File: src/rtl/text_char_buffer.sv
// Character RAM for the OLED text engine: cursor-driven byte writer with
// CR/LF/BS/FF handling, blanking sweep, and a 1-cycle registered read port.
//
// Ports:
//   clk_i, reset_i (sync, active-low)
//   charValid_i/charData_i/charReady_o : byte stream handshake
//   clear_i        : blank buffer and home cursor
//   charAddress_i  : read cell index; charOutput_o : registered read data
//   cursor_o       : current write cell; busy_o : clear sweep running
module text_char_buffer #(
  parameter int          COLS   = 16,
  parameter int          ROWS   = 4,
  parameter int          ADDR_W = 6,
  parameter logic [7:0]  BLANK  = 8'h20
) (
  input  logic              clk_i,
  input  logic              reset_i,
  input  logic              charValid_i,
  input  logic [7:0]        charData_i,
  output logic              charReady_o,
  input  logic              clear_i,
  input  logic [ADDR_W-1:0] charAddress_i,
  output logic [7:0]        charOutput_o,
  output logic [ADDR_W-1:0] cursor_o,
  output logic              busy_o
);

  localparam int CELLS = COLS * ROWS;
  localparam logic [ADDR_W-1:0] LAST   = ADDR_W'(CELLS - 1);
  localparam logic [ADDR_W-1:0] COLS_A = ADDR_W'(COLS);
  localparam logic [ADDR_W-1:0] LROW_A = ADDR_W'((ROWS - 1) * COLS);

  typedef enum logic {
    S_CLEAR,
    S_IDLE
  } state_t;

  state_t            state_q, state_d;
  logic [ADDR_W-1:0] sweep_q, sweep_d;
  logic [ADDR_W-1:0] cursor_q, cursor_d;
  logic [7:0]        out_q;
  logic [7:0]        mem [CELLS];

  logic              we;
  logic [ADDR_W-1:0] waddr;
  logic [7:0]        wdata;
  logic [ADDR_W-1:0] row_base;
  logic [ADDR_W-1:0] lf_next;
  logic [ADDR_W-1:0] bs_prev;
  logic              printable;

  always_comb begin
    row_base  = cursor_q - (cursor_q % COLS_A);
    lf_next   = (row_base == LROW_A) ? '0 : row_base + COLS_A;
    bs_prev   = (cursor_q == '0) ? '0 : cursor_q - 1'b1;
    printable = (charData_i >= 8'h20) && (charData_i <= 8'h7E);
  end

  always_comb begin
    state_d  = state_q;
    sweep_d  = sweep_q;
    cursor_d = cursor_q;
    we       = 1'b0;
    waddr    = cursor_q;
    wdata    = charData_i;
    unique case (state_q)
      S_CLEAR: begin
        we      = 1'b1;
        waddr   = sweep_q;
        wdata   = BLANK;
        sweep_d = sweep_q + 1'b1;
        if (sweep_q == LAST) state_d = S_IDLE;
      end
      S_IDLE: begin
        // clear_i beats a same-cycle byte; the byte is simply dropped
        if (clear_i) begin
          cursor_d = '0;
          sweep_d  = '0;
          state_d  = S_CLEAR;
        end else if (charValid_i) begin
          unique case (1'b1)
            printable: begin
              we       = 1'b1;
              cursor_d = cursor_q + 1'b1;
            end
            (charData_i == 8'h0D): cursor_d = row_base;
            (charData_i == 8'h0A): cursor_d = lf_next;
            (charData_i == 8'h08): begin
              we       = 1'b1;
              waddr    = bs_prev;
              wdata    = BLANK;
              cursor_d = bs_prev;
            end
            (charData_i == 8'h0C): begin
              cursor_d = '0;
              sweep_d  = '0;
              state_d  = S_CLEAR;
            end
            default: ;
          endcase
        end
      end
      default: state_d = S_CLEAR;
    endcase
  end

  always_ff @(posedge clk_i) begin
    if (!reset_i) begin
      state_q  <= S_CLEAR;
      sweep_q  <= '0;
      cursor_q <= '0;
      out_q    <= 8'h00;
    end else begin
      state_q  <= state_d;
      sweep_q  <= sweep_d;
      cursor_q <= cursor_d;
      out_q    <= mem[charAddress_i];
    end
  end

  always_ff @(posedge clk_i) begin
    if (reset_i && we) mem[waddr] <= wdata;
  end

  assign charReady_o  = (state_q == S_IDLE);
  assign busy_o       = (state_q == S_CLEAR);
  assign charOutput_o = out_q;
  assign cursor_o     = cursor_q;

endmodule

File: config.mk
export PLATFORM = sky130hd
export DESIGN_NAME = text_char_buffer
export DESIGN_NICKNAME = d
export VERILOG_FILES = /design/src/rtl/text_char_buffer.sv
export SDC_FILE = /design/constraint.sdc
export NUM_CORES = 1
export LEC_CHECK = 0
export CELL_PAD_IN_SITES_DETAIL_PLACEMENT = 0
export CELL_PAD_IN_SITES_GLOBAL_PLACEMENT = 2
export CORE_ASPECT_RATIO = 0.5
export CORE_MARGIN = 3
export CORE_UTILIZATION = 46
export CTS_BUF_LIST = sky130_fd_sc_hd__clkbuf_8
export DETAILED_ROUTE_END_ITERATION = 10
export PLACE_DENSITY = 0.85
export SYNTH_ARGS = -nofsm -noshare
export SYNTH_HDL_FRONTEND = slang
export SYNTH_SLANG_ARGS = --single-unit
export TNS_END_PERCENT = 30
File: constraint.sdc
create_clock -name clk_i -period 3.65 [get_ports clk_i]
set_clock_uncertainty 0.2 [all_clocks]
set_input_delay 0.73 -clock clk_i [delete_from_list [all_inputs] [get_ports clk_i]]
set_output_delay 0.73 -clock clk_i [all_outputs]
set_load 0.01 [all_outputs]
==> impl_metrics.env <==
export IMPL_syn_area_um2=22200
export IMPL_wl_met1_mm=21.9
export IMPL_vias=11900
export IMPL_port_buffers=33
export IMPL_min_path_type="reg2reg"
export IMPL_clock_latency_ns=0.64
export IMPL_drt_iter0_drc=1180
export IMPL_r2r_cells=10
export IMPL_synth_fa_ha_area_share_pct=0.339
export IMPL_hold_viol=0
export IMPL_cts_setup_buffers=0
export IMPL_dr_max_layer_used="met5"
export IMPL_yosys_top_cells_area="edfxtp_1 (69%), mux4_2 (13%), nor3_2 (2.5%)"
export IMPL_grt_overflow_total=0
export IMPL_nFillCells=3620
export IMPL_worstPathMaxFanout=8
export IMPL_wl_met3_mm=4.82
export IMPL_whs_endpoint="sweep_q[4]"
export IMPL_cts_hold_buffers=0
export IMPL_start_util_pct=46.9
export IMPL_final_antenna_net_count=0
export IMPL_yosysTopAreaCell="edfxtp_1"
export IMPL_finalWorstSetupSlack_ns=0.410
export IMPL_antenna_found_initial=2
export IMPL_fmax_mhz=309
export IMPL_synthesis_nets=1145
export IMPL_totalWireLength_mm=52.2
export IMPL_power_density_nw_per_um2=451
export IMPL_avgSynthCellArea_um2=19.8
export IMPL_synth_top_family_by_area="multiplexers"
export IMPL_final_cell_mix="edfxtp_1 (512), mux4_2 (128), buf_4 (123)"
export IMPL_die_h_um=161
export IMPL_synth_compound_area_share_pct=4.18
export IMPL_core_um2=47200
export IMPL_synth_xor_area_share_pct=0.0790
export IMPL_synth_top_area_share_pct=69.4
export IMPL_drive_above_1_share_pct=33.8
export IMPL_p_leak_uw=0.00880
export IMPL_synth_distinct_cells=78
export IMPL_cts_resized=0
export IMPL_synth_simple_area_share_pct=7.04
export IMPL_min_path_cells=1
export IMPL_period_minus_slack_ns=3.24
export IMPL_clock_sinks=533
export IMPL_wl_met2_mm=24.3
export IMPL_cap_violations=0
export IMPL_place_congestion=0.891
export IMPL_wl_per_cell_um=26.1
export IMPL_dp_hpwl_mm=34.0
export IMPL_viasPerCell=5.95
export IMPL_cts_root_buf="clkbuf_8"
export IMPL_design_die_area_um2=51000
export IMPL_synth_warnings=0
export IMPL_r2r_start="cursor_o[5]"
export IMPL_required_ns=3.78
export IMPL_finalSetupViolations=0
export IMPL_grt_pass1_vias=12300
export IMPL_pre_cts_ws_ns=-0.0273
export IMPL_grt_max_degree=65
export IMPL_cts_tree="done"
export IMPL_grt_pass1_wl_mm=79.1
export IMPL_path_class="reg2reg"
export IMPL_muxShareOfSynthArea_pct=15.3
export IMPL_cts_made_buffers=75
export IMPL_worstPathArrival_ns=3.37
export IMPL_synthToLayoutAreaGrowth_pct=15.4
export IMPL_ys_ff_latch=533
export IMPL_r2r_end="mem[28][5]"
export IMPL_fp_dieW_um=316
export IMPL_clkTransAtPathRegs_ns=0.06
export IMPL_nNetsFinal=1329
export IMPL_outcome="completed"
export IMPL_io_pins=34
export IMPL_drtPass1Iterations=5
export IMPL_synth_edf_count=512
export IMPL_track_usage_pct=21.0
export IMPL_crit_path_start_kind="register"
export IMPL_final_common_cell="edfxtp_1"
export IMPL_drc=0
export IMPL_yosysSeqAreaShare_pct=71.2
export IMPL_ys_async_sr_fraction_pct=0
export IMPL_cp_end_kind="register"
export IMPL_rsz0062_at_grt="no"
export IMPL_irDropWorstVdd_mv=0.199
export IMPL_ff2ff_setup_slack_ns=0.41
export IMPL_finalMaxSlewViolations=0
export IMPL_slew_headroom_pct=47.6
export IMPL_cts_path_max_buffers=3
export IMPL_h_tree_depth=3
export IMPL_rows=56
export IMPL_fin_crit_sh_pct=88.8
export IMPL_worst_slew_pin_slew_ns=0.785
export IMPL_p_total_uw=11500
export IMPL_hold_start="sweep_q[4]"
export IMPL_synthCells=1121
export IMPL_synth_ff_type="edfxtp_1"
==> synth_stat cells, drive strengths merged (3+ instances only) <==
| cell type | n |
|---|---|
| edfxtp | 512 |
| mux4 | 128 |
| nor3 | 71 |
| buf | 48 |
| mux2i | 39 |
| o21ai | 26 |
| nand2 | 25 |
| nor2 | 23 |
| dfxtp | 21 |
| a21oi | 18 |
| clkbuf | 18 |
| nand3 | 17 |
| nor2b | 15 |
| o221ai | 14 |
| a211oi | 10 |
| nand4 | 10 |
| inv | 9 |
| o22ai | 9 |
| and2 | 8 |
| nand2b | 8 |
| mux2 | 7 |
| and3 | 6 |
| ha | 6 |
| nor4 | 6 |
| a22o | 5 |
| a32oi | 5 |
| or3 | 5 |
| a31oi | 4 |
| o31ai | 3 |
==> power breakdown <==
group          switching, µW  total (µW)  internal, µW
clock network           2170        4300          2130
registers               9.83        6640          6630
logic                    331         597           266
total                   2510       11500          9030
==> stage by stage <==
stage          TNS, ns  util [%]  cells  hold WS [ns]  instance area, µm²
2_1_floorplan        0         -   1121         0.261               22200
3_3_place_gp         0      51.3   1866         0.342               24200
3_5_place_dp    -0.215      51.3   1866         0.354               24200
4_1_cts              0      54.2   2000         0.368               25600
5_1_grt              0      54.2   2001         0.403               25600
6_report             0      54.2   2001         0.361               25600
==> cell type report <==
type	count	area, µm²	area share, %
inverter	9	33.8	0.132
sequential	533	15800	61.7
clock inverter	56	293	1.14
antenna	1	2.50	0.00978
tap	638	798	3.12
multi-input combinational	513	5980	23.4
timing repair buffer	173	1610	6.28
clock buffer	78	1070	4.20
==> how the worst max path moves through the flow <==
stage,start,endpoint,cells past startpoint
after detailed placement,charData_i[4],mem[28][5],9
after CTS,cursor_o[5],mem[11][5],8
after floorplan,charData_i[7],mem[50][0],7
after global routing,cursor_o[5],mem[19][0],8
after global placement,clear_i,mem[28][5],8
final,cursor_o[5],mem[28][5],10
==> state kept, by name (all words and copies together), names as in the netlist <==
register,count
sweep_q,6
charReady_o,1
mem,512
cursor_o,6
charOutput_o,8
==> metal layers <==
metal / vias to the layer above / GRT usage [%]
met5: - / 0
met4: 2 / 6.00
met3: 84 / 5.59
met2: 563 / 31.7
met1: 6181 / 30.6
li1: 5076 / -
==> logic make-up (layout without fill, tap and decap cells) <==
| family | after synthesis | count (layout) |
|---|---|---|
| xor gates and xnor gates | 2 | 2 |
| AOI/OAI and AO/OA | 120 | 120 |
| adders and majority gates | 6 | 6 |
| buffers and inverters | 75 | 316 |
| and+or+nand+nor | 211 | 211 |
| DFF | 533 | 533 |
| other | 0 | 1 |
| muxes | 174 | 174 |
==> worst max-delay path, cell delays in order (launching register included) <==
cell	delay, ns
dfxtp_1	0.38
inv_1	0.17
ha_1	0.26
and4bb_2	0.38
nor2_1	0.09
buf_4	0.16
mux2i_4	0.34
nand4_4	0.17
buf_4	0.19
nor3_2	0.35
buf_4	0.26
(Power assumes the default switching activity.)
